$ cat config.mk
export PLATFORM = sky130hd
export DESIGN_NAME = fnd_scan6
export DESIGN_NICKNAME = d
export VERILOG_FILES = /design/src/rtl/fnd_scan6.sv
export SDC_FILE = /design/constraint.sdc
export NUM_CORES = 1
export LEC_CHECK = 0
export BUFFER_PORTS_ARGS = -buffer_cell sky130_fd_sc_hd__buf_2
export CORE_MARGIN = 1.5
export CORE_UTILIZATION = 37
export DETAILED_ROUTE_END_ITERATION = 8
export GPL_TIMING_DRIVEN = 0
export PLACE_DENSITY_LB_ADDON = 0.2
export SLEW_MARGIN = 25
export SYNTH_ARGS = -nofsm -noshare
export SYNTH_HDL_FRONTEND = slang
export SYNTH_SLANG_ARGS = --single-unit
$ cat constraint.sdc
create_clock -name clk -period 4.9 [get_ports clk]
set_input_delay 0.98 -clock clk [delete_from_list [all_inputs] [get_ports clk]]
set_output_delay 0.98 -clock clk [all_outputs]
set_load 0.03 [all_outputs]
$ cat src/rtl/fnd_scan6.sv
// Six-digit multiplexed 7-segment scanner for an HH:MM:SS display.
// Digits are enabled one at a time for SCAN_DIV clocks each; the time
// fields are captured once per frame so a digit never shows a value
// from a different frame than its neighbour.
module fnd_scan6 #(
   parameter logic [31:0] SCAN_DIV = 32'd50000
) (
   input  logic       clk,
   input  logic       rst_n,
   input  logic [5:0] sec,
   input  logic [5:0] min,
   input  logic [5:0] hour,
   output logic [6:0] seg,
   output logic [5:0] com
);

   localparam logic [6:0] SEG_DASH = 7'h40;

   logic [31:0] cnt;
   logic [2:0]  idx;
   logic [5:0]  snap_sec;
   logic [5:0]  snap_min;
   logic [5:0]  snap_hour;

   logic        frame_start;
   logic        dwell_end;
   logic [5:0]  src_sec;
   logic [5:0]  src_min;
   logic [5:0]  src_hour;
   logic [5:0]  field;
   logic [5:0]  digit;
   logic        want_tens;
   logic [6:0]  seg_next;
   logic [5:0]  com_next;

   function automatic logic [6:0] seg7(input logic [5:0] d);
      logic [6:0] s;
      case (d)
         6'd0:    s = 7'h3F;
         6'd1:    s = 7'h06;
         6'd2:    s = 7'h5B;
         6'd3:    s = 7'h4F;
         6'd4:    s = 7'h66;
         6'd5:    s = 7'h6D;
         6'd6:    s = 7'h7D;
         6'd7:    s = 7'h07;
         6'd8:    s = 7'h7F;
         6'd9:    s = 7'h6F;
         default: s = SEG_DASH;
      endcase
      return s;
   endfunction

   assign frame_start = (cnt == 32'd0) && (idx == 3'd0);
   assign dwell_end   = (cnt == SCAN_DIV - 32'd1);

   // On the frame-start edge the snapshot is being loaded from the inputs,
   // so the first digit of the frame must already use the incoming values.
   assign src_sec  = frame_start ? sec  : snap_sec;
   assign src_min  = frame_start ? min  : snap_min;
   assign src_hour = frame_start ? hour : snap_hour;

   // Pick the field and digit position for the current index, then encode.
   always_comb begin
      field     = src_sec;
      want_tens = idx[0];
      case (idx)
         3'd0, 3'd1: field = src_sec;
         3'd2, 3'd3: field = src_min;
         3'd4, 3'd5: field = src_hour;
         default:    field = src_sec;
      endcase
      digit    = want_tens ? (field / 6'd10) : (field % 6'd10);
      seg_next = (field >= 6'd60) ? SEG_DASH : seg7(digit);
      com_next = 6'd1 << idx;
   end

   // Dwell counter, digit index, frame snapshot and registered outputs.
   always_ff @(posedge clk) begin
      if (!rst_n) begin
         cnt       <= 32'd0;
         idx       <= 3'd0;
         snap_sec  <= 6'd0;
         snap_min  <= 6'd0;
         snap_hour <= 6'd0;
         seg       <= 7'h00;
         com       <= 6'b000000;
      end else begin
         if (dwell_end) begin
            cnt <= 32'd0;
            idx <= (idx == 3'd5) ? 3'd0 : idx + 3'd1;
         end else begin
            cnt <= cnt + 32'd1;
         end
         if (frame_start) begin
            snap_sec  <= sec;
            snap_min  <= min;
            snap_hour <= hour;
         end
         seg <= seg_next;
         com <= com_next;
      end
   end

endmodule

==> results by group, run 1 <==
Logic synthesis
  – Most numerous cell in the Yosys netlist: nor2_1
  – Compound-Gate Fraction of Synth Area: 16.34%
  – Mapped Cells: 450
  – Post-synthesis xor/xnor area fraction: 6.843%
  – Post-synthesis mux area share: slightly above 6%
  – Yosys warns: 0
  – Syn Area/Cell: 8.491 um2
  – Register area share after synthesis: 34.58%
  – Post-synth ARST share: 0%
  – Syn_nets: 484
  – Largest cells by area after synthesis: dfxtp_1 35%, nor2_1 6.6%, ha_1 4.6%
  – Simple-gate share of the synthesized area: between 20% and 30%
  – Synth top area share: 34.58%
  – Main flop type after synthesis: dfxtp_1
  – Synth Register Bits: 66
  – Commonest cells in the netlist: 67 x nor2_1, 66 x dfxtp_1, 38 x nand2_1
  – Post-synth EDFFs: 0
  – Synth unique cells: 68
  – Area leader, netlist: dfxtp_1
  – Main combinational cell family by area after synthesis: simple AND/OR/NAND/NOR gates
  – Mapped Area: 3821 um2
  – Post-Synth Adder-Cell Area: 4.584%

Place
  – Placed cell count: about 600
  – Final HPWL from detailed placement: 6640 um
  – Dpl ws: -826.9 ps
  – I/O Buffers: 32
  – Final Wtd Congestion: between 0.8 and 0.9

Layout
  – Antenna Diode Count: 0
  – Reg area: 1323 um2
  – Total Nets Final: 546
  – Fill count: 982
  – Area Growth Syn to Fin: 23.97%
  – Multi-input gate area: 2542 um2
  – Final cell count without fillers: roughly 650
  – Share of cells above drive strength 1: 23.64%

GRT
  – First-pass GRT wire length: 15540 um
  – Gr ovfl total: 0
  – Overall Global Routing Usage: 17.38%
  – Number of global-route vias before repair: 3135
  – Initial antenna violation count: 0
  – Largest net degree at the start of global routing: 13

Floorplan
  – Die Wd: 104.6 um
  – Core Region: around 9900 um2
  – Initial Util: 38.56%
  – Number of top-level pins: 33
  – FP Rows: 36
  – Die Footprint: 10950 um2
  – Die height: between 100 and 150 um

STA
  – Worst setup margin: between 200 and 300 ps
  – Tcrit/Tclk final: between 90 and 100%
  – Fmax: 215.1 MHz
  – Fin crit period: 4649 ps
  – Least-Margin Pin Slew: approximately 730 ps
  – Hold Fails Final Rpt: 0
  – Worst Clk Skew: 11.75 ps
  – Headroom to the max-slew limit: 50.51%
  – Slew Limit Fails: 0
  – WHS: slightly below 500 ps
  – Setup violators final: 0

Worst hold path
  – Hold depth: 1
  – Min-Delay Path Class: flip-flop to flip-flop

Power and ir drop
  – Pwr/cell area: 396.0 nW/um2
  – Leakage power: 1.891 nW
  – Max VDD drop: about 250 uV
  – Pwr Total: 1.876 mW

Worst setup path
  – Setup slack, reg-to-reg: 250 ps
  – Register-to-Register Path Depth: 24
  – Critical path arrival: 4920 ps
  – Critical Path Source: cnt[0]
  – Startpoint types: flip-flop
  – Kind of critical path: flip-flop to flip-flop
  – CP Capture Type: flip-flop
  – Crit-path max FO: 8
  – Launch point of the worst reg-to-reg path: cnt[0]
  – Setup crit end: seg[4]
  – WP data required: 5170 ps
  – FF-to-FF End: seg[4]

Clocking
  – Root buf cell: clkbuf_8
  – Worst-Skew Late Latency: 350 ps
  – Hold buffer count at CTS: 0
  – CTS tree: yes
  – Clk sinks: 66
  – Cts bufs inserted: 9
  – Clock H-tree levels: 3
  – Clock tree buffer depth: 2
  – Clock-pin slew on the worst setup and hold paths: ~80 ps

Route
  – Drt first pass iters: 4
  – Via density: 5.237
  – Via count: 3399
  – Post-route ant nets: 0
  – WL per Instance: 14.57 um
  – DRT iter0 DRCs: around 160
  – Total Wirelength: around 9500 um
  – DRC Markers: 0

Outcome
  – Outcome: completed

Job
  – Max_cap viols: 0
[worst max-delay path, stage by stage (launching register included)]
cell       delay (ps)
dfxtp_1           350
inv_1              70
ha_1              140
nor4b_4           240
nand3_2           150
nor3_4            220
buf_6             160
mux2i_1           180
o31a_1            270
inv_2             100
ha_4              310
nor2b_1           150
o21ai_1           130
o21ai_4           200
o21a_1            140
buf_6             140
xnor2_4            90
ha_1              220
nor2_2            160
nor4b_2            70
o21ai_1           150
and3_4            220
a32oi_4           150
or3_1             410
o2bb2ai_1         150
[kinds of logic (layout without fill, tap and decap cells)]
group | after synthesis | after routing
and+or+nand+nor | 198 | 198
adders and majority gates | 14 | 14
AOI/OAI and AO/OA | 86 | 86
xor gates and xnor gates | 29 | 29
DFF | 66 | 66
buffers and inverters | 36 | 102
muxes | 21 | 21
[metal layers]
metal	global-route usage (%)	vias up	routed length, um
met4	6.164	0	145
met3	3.369	13	372
li1	-	1723	-
met5	0	-	0
met1	25.31	1603	4822
met2	25.33	60	4114
[registers in the layout (all words and copies together) (netlist names)]
| signal | count |
|---|---|
| idx | 3 |
| cnt | 32 |
| snap_min | 6 |
| com | 6 |
| seg | 7 |
| snap_sec | 6 |
| snap_hour | 6 |
[layout by cell type (no fill, tap or decap), drive strengths merged, types with 14 or more instances in the layout]
cell,instances
mux2i,16
ha,14
buf,59
nand2,38
nor2,67
and3,14
o21ai,19
a21oi,23
clkbuf,18
xor2,19
dfxtp,66
nor3,16
inv,18
[where the power goes]
| group | total [mW] | leakage [nW] | switching (mW) | internal, mW |
|---|---|---|---|---|
| Clock | 0.507 | 0.102 | 0.222 | 0.285 |
| Sequential | 0.589 | 0.538 | 0.0135 | 0.575 |
| Combinational | 0.780 | 1.25 | 0.446 | 0.334 |
| Total | 1.88 | 1.89 | 0.681 | 1.19 |
[worst min-delay path by stage]
stage	to	slack, ps	startpoint
floorplan	cnt[0]	440	cnt[0]
global placement	cnt[0]	460	cnt[0]
detailed placement	cnt[0]	470	cnt[0]
CTS	cnt[0]	490	cnt[0]
global route	snap_hour[5]	520	snap_hour[5]
finish	cnt[0]	480	cnt[0]
[timing repair]
| action | 4_1_cts | 5_1_grt |
|---|---|---|
| setup endpoints to repair | 7 | 7 |
| hold endpoints to repair | 0 | 0 |
| buffers inserted | 7 | 14 |
| pin swaps | 6 | 4 |
| resized for setup | 19 | 23 |
[stage by stage]
stage	area [um2]	utilization (%)	setup TNS, ps
6_report	4737	47.80	0
5_1_grt	4737	47.80	-94.48
4_1_cts	4523	45.64	0
3_5_place_dp	4148	41.86	-5212
3_3_place_gp	4148	41.86	-4850
2_1_floorplan	3821	-	0
[cell type report]
| type | count | share of cell area, % |
|---|---|---|
| timing repair buffer | 53 | 6.973 |
| sequential | 66 | 27.92 |
| buffer | 15 | 1.796 |
| tap | 133 | 3.513 |
| clock inverter | 6 | 1.955 |
| clock buffer | 9 | 2.615 |
| multi-input combinational | 348 | 53.67 |
| inverter | 19 | 1.558 |
Note: power is estimated with default switching activity, not from simulation.
==> run 2: changes to the inputs <==
--- a/config.mk
+++ b/config.mk
@@ -11,6 +11,7 @@
 export DETAILED_ROUTE_END_ITERATION = 8
 export GPL_TIMING_DRIVEN = 0
 export PLACE_DENSITY_LB_ADDON = 0.2
+export RECOVER_POWER = 50
 export SLEW_MARGIN = 25
 export SYNTH_ARGS = -nofsm -noshare
 export SYNTH_HDL_FRONTEND = slang
==> results by group, run 2 (synthesis results as in run 1) <==
Route
  – DRC Markers: 0
  – Via count: 3415
  – Post-route ant nets: 0
  – Total Wirelength: 9465 um
  – Drt first pass iters: 4
  – DRT iter0 DRCs: 168
  – Via density: 5.262
  – WL per Instance: 14.58 um

STA
  – Headroom to the max-slew limit: between 50% and 60%
  – Setup TNS: 0 ps
  – Worst Clk Skew: approximately 12 ps
  – Setup violators final: 0
  – Fmax: between 200 and 250 MHz
  – Slew Limit Fails: 0
  – Tcrit/Tclk final: a little over nine tenths
  – WHS: 481.9 ps
  – Hold Fails Final Rpt: 0
  – Fin crit period: 4654 ps
  – Least-Margin Pin Slew: roughly 730 ps

GRT
  – Number of global-route vias before repair: between 3000 and 4000
  – Gr ovfl total: 0
  – Initial antenna violation count: 0
  – First-pass GRT wire length: 15540 um
  – Largest net degree at the start of global routing: 13
  – Overall Global Routing Usage: 17.38%

Floorplan
  – Core Region: about 9900 um2
  – Die height: ~100 um
  – Number of top-level pins: 33
  – Initial Util: 38.56%
  – FP Rows: 36
  – Die Wd: 104.6 um
  – Die Footprint: 10950 um2

Clocking
  – Hold buffer count at CTS: 0
  – CTS tree: yes
  – Clock H-tree levels: 3
  – Clock tree buffer depth: 2
  – Clk sinks: 66
  – Root buf cell: clkbuf_8
  – Cts bufs inserted: 9
  – Clock-pin slew on the worst setup and hold paths: approximately 80 ps
  – Worst-Skew Late Latency: around 350 ps

Worst setup path
  – Critical path's top delay family: simple AND/OR/NAND/NOR gates
  – Startpoint types: flip-flop
  – Crit-path max FO: 8
  – Kind of critical path: flip-flop to flip-flop
  – Critical path arrival: 4930 ps
  – CP Capture Type: flip-flop
  – WP data required: 5170 ps
  – Crit-path slowest cell: or3_1
  – Critical path cell sequence: inv_1, ha_1, nor4b_4, nand3_2, nor3_4, buf_6, mux2i_1, o31a_1, inv_2, ha_4, nor2b_1, o21ai_1, o21ai_4, o21a_1, buf_6, xnor2_4, ha_1, nor2_2, nor4b_2, o21ai_1, and3_4, a32oi_4, or3_1, o2bb2ai_1
  – Delay of the slowest critical-path stage: between 400 and 500 ps
  – WP buf/inv: 4

Layout
  – Antenna Diode Count: 0
  – Top Registers: cnt: 32 flops, seg: 7 flops
  – Commonest non-fill, non-tap cell in the layout: dfxtp_1
  – Total Nets Final: 546
  – Max reg flops: 32
  – Biggest register: cnt
  – Reg area: 1323 um2
  – Area Growth Syn to Fin: 23.54%
  – Multi-input gate area: 2542 um2
  – Share of cells above drive strength 1: 20.74%
  – Fill count: 986
  – Fin util: around 48%
  – Commonest cells after routing, fill and taps aside: 65 x dfxtp_1, 64 x nor2_1, 37 x nand2_1

Power and ir drop
  – Max VDD drop: ~240 uV
  – Pwr/cell area: 396.4 nW/um2
  – Leakage power: 1.842 nW

Job
  – Max_cap viols: 0

Place
  – I/O Buffers: 32
  – Final HPWL from detailed placement: roughly 6600 um
  – Final Wtd Congestion: 0.8613

Worst hold path
  – Min-Delay Path Class: flip-flop to flip-flop

Outcome
  – Outcome: completed
[run 2: cell types whose count changed in the layout (fill, tap and decap cells not counted), sizes merged]
cell,previous run,this run
buf,59,45
clkbuf,18,32
[run 2: report_power, final]
part / switching [mW] / internal (mW) / total, mW
Clock: 0.222 / 0.285 / 0.508
Combinational: 0.447 / 0.328 / 0.774
Sequential: 0.0140 / 0.575 / 0.589
Total: 0.683 / 1.19 / 1.87
[run 2: final cells by class]
type / instances / share of cell area [%]
multi-input cells: 348 / 53.86
inverters: 19 / 1.564
clock inverters: 6 / 1.961
well taps: 133 / 3.525
flip-flops and latches: 66 / 28.01
plain buffers: 15 / 1.802
clock buffers: 9 / 2.624
repair buffers: 53 / 6.653
[run 2: final timing paths]
kind / startpoint / to / slack [ps] / depth (start not counted)
max: cnt[0] / seg[4] / 250 / 24
min: cnt[0] / cnt[0] / 480 / 1
max reg2reg: cnt[0] / seg[4] / 250 / 24
min reg2reg: cnt[0] / cnt[0] / 480 / 1
[run 2: per-stage QoR]
step	total power [mW]	instances	worst slack [ps]	instance area, um2
2_1_floorplan	1.113	450	255.2	3821
3_3_place_gp	1.246	615	-779.1	4148
3_5_place_dp	1.248	615	-826.9	4148
4_1_cts	1.812	636	13.12	4523
5_1_grt	1.977	649	-58.29	4721
6_report	1.871	649	245.8	4721
[run 2: repair_timing]
item	CTS	global route
setup endpoints to repair	7	7
pin swaps	6	4
buffers inserted	7	14
cloned	0	0
gates resized for setup	19	23
[run 2: layer usage]
metal | share of wire, % | routed length (um) | global-route usage, %
met1 | 51 | 4835 | 25.31
met2 | 44 | 4118 | 25.33
met3 | 3.8 | 364 | 3.369
met4 | 1.6 | 147 | 6.164
met5 | 0 | 0 | 0
